<file path="src/rtl/game_input_timer.sv">
// Pushbutton conditioning (synchronizer + per-button debounce FSM) and a
// run/pause game-minute clock with saturation at 255, sharing one clock.
module game_input_timer #(
    parameter int DEBOUNCE_CLKS = 1000000,
    parameter int CLKS_PER_MIN  = 100000000
) (
    input  logic       Clk,
    input  logic       Reset,
    input  logic [4:0] btn_raw,
    input  logic       run,
    input  logic       clear,
    output logic [4:0] btn_pulse,
    output logic [4:0] btn_level,
    output logic [7:0] minutes,
    output logic       min_tick
);

    localparam logic [23:0] DEB_LAST   = 24'(DEBOUNCE_CLKS - 1);
    localparam logic [26:0] PRESC_LAST = 27'(CLKS_PER_MIN - 1);

    typedef enum logic [1:0] {
        REL,
        PWAIT,
        HELD,
        RWAIT
    } deb_state_t;

    logic [4:0] sync_meta;
    logic [4:0] sync_q;

    // NOTE: sequential state is updated with <= so every flop samples the
    // pre-edge value of its neighbours, which is what makes the two-stage chain work.
    always_ff @(posedge Clk or negedge Reset) begin
        if (!Reset) begin
            sync_meta <= '0;
            sync_q    <= '0;
        end else begin
            sync_meta <= btn_raw;
            sync_q    <= sync_meta;
        end
    end

    genvar g;
    for (g = 0; g < 5; g++) begin : g_deb
        deb_state_t  state;
        logic [23:0] cnt;
        logic        pulse_q;
        logic        level_q;

        // NOTE: the counter is reset along with the state even though REL never
        // reads it; this keeps every button register at a known value out of reset.
        always_ff @(posedge Clk or negedge Reset) begin
            if (!Reset) begin
                state   <= REL;
                cnt     <= '0;
                pulse_q <= 1'b0;
                level_q <= 1'b0;
            end else begin
                pulse_q <= 1'b0;
                unique case (state)
                    REL: begin
                        if (sync_q[g]) begin
                            state <= PWAIT;
                            cnt   <= '0;
                        end
                    end
                    PWAIT: begin
                        if (!sync_q[g]) begin
                            state <= REL;
                        end else if (cnt == DEB_LAST) begin
                            state   <= HELD;
                            pulse_q <= 1'b1;
                            level_q <= 1'b1;
                        end else begin
                            cnt <= cnt + 24'd1;
                        end
                    end
                    HELD: begin
                        if (!sync_q[g]) begin
                            state <= RWAIT;
                            cnt   <= '0;
                        end
                    end
                    RWAIT: begin
                        // A bounce back high during release returns to HELD silently
                        if (sync_q[g]) begin
                            state <= HELD;
                        end else if (cnt == DEB_LAST) begin
                            state   <= REL;
                            level_q <= 1'b0;
                        end else begin
                            cnt <= cnt + 24'd1;
                        end
                    end
                    default: begin
                        state   <= REL;
                        level_q <= 1'b0;
                    end
                endcase
            end
        end

        assign btn_pulse[g] = pulse_q;
        assign btn_level[g] = level_q;
    end

    logic [26:0] prescaler;

    always_ff @(posedge Clk or negedge Reset) begin
        if (!Reset) begin
            prescaler <= '0;
            minutes   <= '0;
            min_tick  <= 1'b0;
        end else begin
            min_tick <= 1'b0;
            if (clear) begin
                prescaler <= '0;
                minutes   <= '0;
            end else if (run && minutes != 8'hFF) begin
                if (prescaler == PRESC_LAST) begin
                    prescaler <= '0;
                    minutes   <= minutes + 8'd1;
                    min_tick  <= 1'b1;
                end else begin
                    prescaler <= prescaler + 27'd1;
                end
            end
        end
    end

endmodule

</file>
<file path="config.mk">
export PLATFORM = sky130hd
export DESIGN_NAME = game_input_timer
export DESIGN_NICKNAME = d
export VERILOG_FILES = /design/src/rtl/game_input_timer.sv
export SDC_FILE = /design/constraint.sdc
export NUM_CORES = 1
export LEC_CHECK = 0
export BUFFER_PORTS_ARGS = -buffer_cell sky130_fd_sc_hd__buf_4
export CORE_MARGIN = 2
export CORE_UTILIZATION = 55
export CTS_BUF_LIST = sky130_fd_sc_hd__clkbuf_2 sky130_fd_sc_hd__clkbuf_4 sky130_fd_sc_hd__clkbuf_8
export CTS_CLUSTER_DIAMETER = 40
export DETAILED_ROUTE_END_ITERATION = 10
export PLACE_DENSITY = 0.74
export SYNTH_ARGS = -nofsm -noshare
export SYNTH_HDL_FRONTEND = slang
export SYNTH_SLANG_ARGS = --single-unit
</file>
<file path="constraint.sdc">
create_clock -name Clk -period 3.26 [get_ports Clk]
set_clock_uncertainty 0.1 [all_clocks]
set_input_delay 0.489 -clock Clk [delete_from_list [all_inputs] [get_ports Clk]]
set_output_delay 0.489 -clock Clk [all_outputs]
set_load 0.005 [all_outputs]
</file>
==> results of run 1 <==
-- power by group --
part           internal, mW  total (mW)  switching [mW]
Combinational        0.0880       0.251           0.163
Sequential             2.36        2.43          0.0686
Clock                 0.632        1.51           0.882
Total                  3.08        4.19            1.11
-- layout by cell type (no fill, tap or decap), types with 9 or more instances in the layout --
cell | netlist | routed
o21ai_0 | 68 | 68
o211ai_1 | 13 | 13
nand3b_1 | 14 | 14
inv_1 | 24 | 24
nor4_1 | 20 | 20
and4_1 | 17 | 17
nand2_1 | 125 | 125
dfrtp_1 | 186 | 186
nor4b_1 | 9 | 9
nand3_1 | 75 | 75
clkbuf_8 | 0 | 18
mux2_2 | 11 | 11
o221ai_1 | 11 | 11
xor2_1 | 20 | 20
nand4_1 | 46 | 46
o31ai_1 | 18 | 17
or4_1 | 29 | 29
a31oi_1 | 10 | 10
nor3_1 | 24 | 24
a22o_1 | 18 | 18
a21oi_1 | 61 | 61
xnor2_1 | 14 | 14
or3_1 | 38 | 38
nor2_1 | 70 | 70
buf_4 | 12 | 47
and3_1 | 21 | 21
o311ai_0 | 10 | 10
-- area by class of cell --
type | instances | area [um2] | share of cell area
Clock buffer | 18 | 241 | 0.0221
Clock inverter | 14 | 139 | 0.0127
Inverter | 24 | 90.1 | 0.00824
Multi-Input combinational cell | 828 | 5030 | 0.460
Sequential cell | 186 | 4650 | 0.426
Tap cell | 229 | 287 | 0.0262
Timing Repair Buffer | 57 | 487 | 0.0445
-- timing repair --
| item | CTS | global route |
|---|---|---|
| hold endpoints to repair | 83 | 0 |
| hold buffers | 6 | 0 |
| endpoints found under the setup margin | 0 | 0 |
-- routing by layer --
layer,track usage,vias to the layer above,share of wire
met2,0.374,186,0.48
met4,0.0606,0,0.010
met3,0.0428,25,0.039
met5,0,-,0
met1,0.314,4193,0.47
li1,-,4172,-
-- flip-flops by register name, summed over array words and instances, names as in the netlist, named ones only --
name	count
sync_meta	5
minutes	8
sync_q	5
min_tick	1
g_deb.pulse_q	5
g_deb.level_q	5
g_deb.state	5
prescaler	27
g_deb.cnt	120
-- metrics by stage --
| step | setup WS [ns] | utilization | hold WS, ns | area [um2] | cells |
|---|---|---|---|---|---|
| final | 0.548 | 0.611 | 0.234 | 10900 | 1356 |
| after floorplan | 0.746 | - | 0.0934 | 10000 | 1095 |
| after detailed placement | 0.576 | 0.586 | 0.241 | 10500 | 1318 |
| after global routing | 0.409 | 0.611 | 0.208 | 10900 | 1356 |
| after global placement | 0.634 | 0.586 | 0.231 | 10500 | 1318 |
| after CTS | 0.564 | 0.611 | 0.207 | 10900 | 1356 |
-- path summary, 6_finish.rpt --
path	start	endpoint
min	clear	minutes[3]
min in group asynchronous	Reset	g_deb[4].cnt[0]
min reg2reg	sync_meta[1]	sync_q[1]
max reg2reg	g_deb[3].cnt[21]	g_deb[3].cnt[4]
max	g_deb[3].cnt[21]	g_deb[3].cnt[4]
max in group asynchronous	Reset	g_deb[4].cnt[14]
-- cells by family after synthesis --
group                    after synthesis
AND/OR/NAND/NOR                      524
AO/OA/AOI/OAI                        248
flip-flops                           186
buffers and inverters                 81
XOR/XNOR                              34
multiplexers                          15
adder cells (fa/ha/maj)                7
-- worst register-to-register path: stages (launching register included) --
cell and delay (ns):
dfrtp_1 0.44, or4_1 0.58, or4_1 0.57, o21ai_1 0.38
mux2_2 0.38, a22o_1 0.17
==> results.yml, run 1 <==
synthesis:
  async_reset_ff_frac: 1.00
  synth_top_cell_area_share: 0.464
  yosys-top-cells-area: "dfrtp_1 46%, nand2_1 4.7%, nand3_1 3.7%, o21ai_0 3.4%, a21oi_1 3.0%"
  yosys.cell_count.top_type: "dfrtp_1"
  yosys.area_share.simple: 0.282
  synthAdderAreaFrac: 0.00873
  synth_top_family_by_area: "simple AND/OR/NAND/NOR gates"
  synth_xor_area_frac: 0.0297
  synth_enable_flop_cells: 0
  syn_nets: 1111
  synthMuxAreaShare: 0.0163
  synth_flop_cell: "dfrtp_1"
  yosysSeqAreaShare: 0.464
  synth_compound_area_frac: 0.163
  synth-warning-count: 0
  avgSynthCellArea_um2: 9.16
  synth_cell_type_count: 63
  ys_seq_elements: 186
  yosys-top-cells-count: "186 x dfrtp_1, 125 x nand2_1, 75 x nand3_1, 70 x nor2_1, 68 x o21ai_0"
  netlist_instances: 1095
  yosys.area.top_type: "dfrtp_1"
  synthesis.area_um2: 10000
critical_path:
  worst-path-max-fanout: 6
  critPathLaunchType: "register"
  worstPathArrival_ns: 2.98
  crit_family: "simple AND/OR/NAND/NOR gates"
  critPathBufInv: 0
  crit_top_cell: "or4_1"
  crit_slowest_cell: "or4_1"
  required_ns: 3.53
  crit_cells: 5
  end_kind: "register"
  critPathKind: "reg -> reg"
  slowest_delay_ns: 0.58
  rrSetupSlack_ns: 0.55
  ff2ff_path_depth: 5
  critical_path.cell_chain: "or4_1 > or4_1 > o21ai_1 > mux2_2 > a22o_1"
die:
  core.rowCount: 49
  die_x_um: 139
  io_pins: 28
  dieArea_um2: 19300
  die_h_um: 139
  coreArea_um2: 17900
  initial_core_util: 0.560
timing:
  fin_crit_sh: 0.832
  final_hold_viol_count: 0
  setup_viol: 0
  period_minus_slack_ns: 2.71
  rsz0062_at_grt: "false"
  finalMaxSlewViolations: 0
  slew_headroom: 0.423
  finalSetupTns_ns: 0
  tightestPinTransition_ns: 0.862
  clock.fmax_ghz: 0.369
detailed_routing:
  ant_nets: 0
  drc: 0
  first_iter_violations: 679
  wl_per_cell_um: 15.6
  firstDrtPassIters: 6
  via_per_inst: 6.32
  vias: 8576
  routed_wl_mm: 21.2
clock_tree:
  cts_htree_levels: 4
  insertion_delay_ns: 0.48
  cts_made_buffers: 17
  cts_num_sinks: 186
  ctsResizeCount: 0
  clockRootBuffer: "clkbuf_8"
  clockBufferDepth: 2
  cts_setup_buffers: 0
  cts.clk_slew.worst_paths_ns: 0.10
  cts_tree: "done"
flow_run:
  maxCapViolCount: 0
placed_design:
  hpwlAfterDp_mm: 14.4
  gp_congestion: 0.874
  port_buffers: 27
cells_and_area:
  diodes: 0
  area_growth_pct: 8.94
  drive_above_1_share: 0.0932
  final_nets: 1130
  fill_cells: 1531
power:
  power.leakage_nw: 4.43
  power.density_nw_per_um2: 384
  total_power_mw: 4.19
  irDropWorstVdd_uv: 329
grt:
  grt_pass1_wl_mm: 37.7
  grt_overflow: 0
  grt_max_degree: 82
  grt_util_all_layers: 0.228
  grt_antenna_before_repair: 0
  grt_pass1_vias: 8089
worst_hold_path:
  hold_path_depth: 2
  hp-class: "in -> reg"
status:
  status: "complete, no violations"
Power figures use the tool's default switching activity.
==> run 2: changes to the inputs <==
Clock period 3.26 ns to 2.75 ns, I/O delays scaled along.
==> results.yml, run 2 (synthesis results as in run 1) <==
critical_path:
  critPathBufInv: 0
  crit_slowest_cell: "or4_1"
  critPathLaunchType: "register"
  worstPathArrival_ns: 2.83
  critical_path.cell_chain: "ha_1 > nand3_1 > or4_1 > o211a_1 > and3_1 > a221o_1"
  critPathKind: "reg -> reg"
  crit_family: "simple AND/OR/NAND/NOR gates"
  required_ns: 3.00
  ff2ff_path_depth: 6
  worst-path-max-fanout: 10
  end_kind: "register"
  slowest_delay_ns: 0.69
  crit_cells: 6
detailed_routing:
  first_iter_violations: 525
  via_per_inst: 6.29
  firstDrtPassIters: 5
  routed_wl_mm: 21.4
  vias: 8628
  ant_nets: 0
  wl_per_cell_um: 15.6
  drc: 0
clock_tree:
  cts_num_sinks: 186
  cts_htree_levels: 4
  cts_made_buffers: 17
  cts_tree: "done"
  cts.clk_slew.worst_paths_ns: 0.09
  insertion_delay_ns: 0.46
  clockBufferDepth: 2
  cts_setup_buffers: 0
  clockRootBuffer: "clkbuf_8"
placed_design:
  gp_congestion: 0.864
  port_buffers: 27
  hpwlAfterDp_mm: 14.6
timing:
  fin_crit_sh: 0.940
  rsz0062_at_grt: "false"
  slew_headroom: 0.429
  finalSetupTns_ns: 0
  setup_viol: 0
  final_hold_viol_count: 0
  tightestPinTransition_ns: 0.854
  period_minus_slack_ns: 2.58
  finalMaxSlewViolations: 0
  clock.fmax_ghz: 0.387
power:
  power.density_nw_per_um2: 460
  total_power_mw: 5.09
  irDropWorstVdd_uv: 530
  power.leakage_nw: 4.53
die:
  dieArea_um2: 19300
  core.rowCount: 49
  initial_core_util: 0.560
  coreArea_um2: 17900
  io_pins: 28
  die_h_um: 139
  die_x_um: 139
grt:
  grt_util_all_layers: 0.228
  grt_pass1_wl_mm: 37.7
  grt_pass1_vias: 8064
  grt_antenna_before_repair: 0
  grt_overflow: 0
  grt_max_degree: 83
flow_run:
  maxCapViolCount: 0
worst_hold_path:
  hp-class: "in -> reg"
  hold_path_depth: 2
cells_and_area:
  drive_above_1_share: 0.106
  regMostFlops: "g_deb.cnt"
  final_cell_mix: "186 x dfrtp_1, 125 x nand2_1, 75 x nand3_1"
  area_growth_pct: 10.3
  largest_reg_flops: 120
  diodes: 0
  layout_commonest_cell: "dfrtp_1"
  final_nets: 1147
  top_regs: "g_deb.cnt: 120 flops, prescaler: 27 flops, minutes: 8 flops"
status:
  status: "complete, no violations"
==> run 2: cell types whose count changed in the layout (fill, tap and decap cells not counted), sizes merged <==
cell      before  now
buf           50   67
bufinv         1    3
clkbuf        19   18
clkinv         5    7
clkinvlp       2    0
inv           30   28
==> run 2: stage by stage <==
| step | area (um2) | worst slack [ns] | hold slack, ns | util | cells |
|---|---|---|---|---|---|
| floorplan | 10000 | 0.236 | 0.0169 | - | 1095 |
| global placement | 10600 | 0.243 | 0.232 | 0.592 | 1335 |
| detailed placement | 10600 | 0.203 | 0.236 | 0.592 | 1335 |
| CTS | 11100 | 0.191 | 0.151 | 0.618 | 1372 |
| global route | 11100 | 0.0213 | 0.163 | 0.618 | 1372 |
| finish | 11100 | 0.166 | 0.184 | 0.618 | 1372 |
==> run 2: where the power goes <==
group	internal [mW]	switching, mW
sequential	2.80	0.0740
combinational	0.111	0.201
clock	0.903	1.00
==> run 2: final timing paths <==
kind                                      start               end  slack [ns]
worst max-delay path            g_deb[2].cnt[0]  g_deb[2].cnt[21]        0.17
worst min-delay path                      clear        minutes[7]        0.18
worst max register to register  g_deb[2].cnt[0]  g_deb[2].cnt[21]        0.17
worst min register to register     sync_meta[1]         sync_q[1]        0.25
max in group asynchronous                 Reset        minutes[3]        1.38
min in group asynchronous                 Reset         sync_q[4]        0.46
==> run 2: area by class of cell <==
| class | count | area, um2 |
|---|---|---|
| Clock buffer | 17 | 234 |
| Clock inverter | 14 | 171 |
| Fill cell | 1530 | 6830 |
| Inverter | 24 | 90.1 |
| Multi-Input combinational cell | 828 | 5030 |
| Sequential cell | 186 | 4650 |
| Tap cell | 229 | 287 |
| Timing Repair Buffer | 74 | 602 |
==> run 2: metal layers <==
metal | wire length (um) | share of wire | global-route usage | vias to the layer above
met2 | 10500 | 0.49 | 0.389 | 173
met1 | 9840 | 0.46 | 0.304 | 4200
li1 | - | - | - | 4225
met3 | 770 | 0.036 | 0.0376 | 30
met4 | 293 | 0.014 | 0.0654 | 0
met5 | 0 | 0 | 0 | -
==> run 2: what timing repair did <==
item                                    4_1_cts  5_1_grt
hold buffers                                  6        0
endpoints found under the hold margin        81        0
gates resized for setup                       0        0
endpoints found under the setup margin        0        0
==> run 3: changes to the inputs <==
--- a/config.mk
+++ b/config.mk
@@ -7,2 +7,3 @@
 export LEC_CHECK = 0
+export ABC_CLOCK_PERIOD_IN_PS = 2750
 export BUFFER_PORTS_ARGS = -buffer_cell sky130_fd_sc_hd__buf_4
==> constraint.sdc (replaced) <==
create_clock -name Clk -period 2.75 [get_ports Clk]
set_clock_uncertainty 0.1 [all_clocks]
set_input_delay 0.275 -clock Clk [delete_from_list [all_inputs] [get_ports Clk]]
set_output_delay 0.275 -clock Clk [all_outputs]
set_load 0.005 [all_outputs]
==> results.yml, run 3 (synthesis results as in run 1) <==
status:
  status: "complete, no violations"
critical_path:
  end_kind: "register"
  rrSetupSlack_ns: 0.17
  rr_endpoint: "g_deb[2].cnt[23]"
  critPathLaunchType: "register"
  worst-path-max-fanout: 10
  slowest_delay_ns: 0.56
  crit_cells: 5
  required_ns: 3.00
  crit-reg2reg-launch: "g_deb[2].cnt[6]"
  crit_slowest_cell: "or4_1"
  crit_family: "simple AND/OR/NAND/NOR gates"
  critical_path.startpoint: "g_deb[2].cnt[6]"
  critPathBufInv: 0
  critical_path.cell_chain: "or4_1 > or4_1 > o211a_1 > and3_1 > a221o_1"
  worstSetupEndpoint: "g_deb[2].cnt[23]"
  ff2ff_path_depth: 5
  worstPathArrival_ns: 2.84
  crit_top_cell: "or4_1"
  critPathKind: "reg -> reg"
cells_and_area:
  largest_reg_flops: 120
  top_regs: "g_deb.cnt: 120 flops, prescaler: 27 flops, minutes: 8 flops"
  diodes: 0
  fin_util: 0.619
  final_cell_mix: "186 x dfrtp_1, 125 x nand2_1, 75 x nand3_1"
  regMostFlops: "g_deb.cnt"
  fill_cells: 1503
  layout_commonest_cell: "dfrtp_1"
  final_nets: 1144
  area_growth_pct: 10.5
  drive_above_1_share: 0.101
placed_design:
  hpwlAfterDp_mm: 14.5
  port_buffers: 27
  post-place-ws_ns: 0.209
  gp_congestion: 0.831
timing:
  rsz0062_at_grt: "false"
  period_minus_slack_ns: 2.58
  finalMaxSlewViolations: 0
  fin_crit_sh: 0.939
  finalSetupTns_ns: 0
  setup_viol: 0
  slew_headroom: 0.357
  tightestPinTransition_ns: 0.961
  clock.fmax_ghz: 0.387
  final_hold_viol_count: 0
  setup_ws_ns: 0.167
detailed_routing:
  drc: 0
  firstDrtPassIters: 5
  wl_met1_mm: 10.0
  first_iter_violations: 656
  routed-wl-met3_um: 705
  routed_wl_mm: 21.7
  ant_nets: 0
  route.met2.wl_mm: 10.7
  wl_per_cell_um: 15.9
  highest_layer: "met4"
  via_per_inst: 6.24
  vias: 8526
clock_tree:
  cts_tree: "done"
  cts_htree_levels: 4
  cts.hold.buffers_added: 6
  ctsResizeCount: 0
  cts_num_sinks: 186
  cts_setup_buffers: 0
  clockBufferDepth: 2
  insertion_delay_ns: 0.46
  clockRootBuffer: "clkbuf_8"
  cts_made_buffers: 17
  cts.clk_slew.worst_paths_ns: 0.10
power:
  power.density_nw_per_um2: 471
  power.leakage_nw: 4.52
  irDropWorstVdd_uv: 375
die:
  initial_core_util: 0.560
  die_h_um: 139
  die_x_um: 139
  dieArea_um2: 19300
  core.rowCount: 49
  coreArea_um2: 17900
  io_pins: 28
grt:
  grt_util_all_layers: 0.233
  grt_pass1_wl_mm: 38.6
  grt_max_degree: 79
  grt_antenna_before_repair: 0
  grt_overflow: 0
  grt_pass1_vias: 8256
worst_hold_path:
  hp-class: "in -> reg"
flow_run:
  maxCapViolCount: 0
-- run 3: changes by cell type in the layout (fill, tap and decap cells not counted), sizes merged --
| cell | before | now |
|---|---|---|
| clkinvlp | 0 | 1 |
| clkinv | 7 | 2 |
| clkbuf | 18 | 21 |
| buf | 67 | 64 |
| bufinv | 3 | 5 |
| inv | 28 | 24 |
-- run 3: per-stage QoR --
stage / cells / instance area [um2] / power [mW] / hold WS (ns)
finish: 1366 / 11100 / 5.22 / 0.0359
global route: 1366 / 11100 / 5.45 / 0.0436
CTS: 1366 / 11100 / 5.29 / 0.0219
detailed placement: 1332 / 10600 / 3.23 / 0.236
global placement: 1332 / 10600 / 3.23 / 0.233
floorplan: 1095 / 10000 / 3.08 / -0.121
-- run 3: report_power, final --
part	total [mW]	switching [mW]	internal, mW
clock	2.04	0.935	1.11
combinational	0.309	0.199	0.110
sequential	2.87	0.0749	2.80
total	5.22	1.21	4.01
-- run 3: area by class of cell --
type                            count  area [um2]  share of cell area
Tap cell                          229         287              0.0258
Inverter                           24        90.1             0.00812
Clock inverter                      8         171              0.0155
Sequential cell                   186        4650               0.420
Clock buffer                       20         263              0.0237
Timing Repair Buffer               71         592              0.0534
Multi-Input combinational cell    828        5030               0.454
-- run 3: worst reg2reg max path, stage by stage (launching register included) --
cell	delay (ns)
dfrtp_1	0.45
or4_1	0.56
or4_1	0.53
o211a_1	0.37
and3_1	0.21
a221o_1	0.25
-- run 3: layer usage --
layer  vias to the layer above  track usage
li1                       4200            -
met5                         -            0
met4                         0       0.0633
met2                       152        0.388
met3                        21       0.0352
met1                      4153        0.322
-- run 3: worst min-delay path by stage --
stage,from,end,depth (start not counted)
global placement,sync_meta[2],sync_q[2],0
CTS,clear,minutes[3],2
global route,clear,minutes[6],2
detailed placement,sync_meta[2],sync_q[2],0
finish,clear,minutes[3],2
floorplan,Reset,asynchronous set/reset pin,0
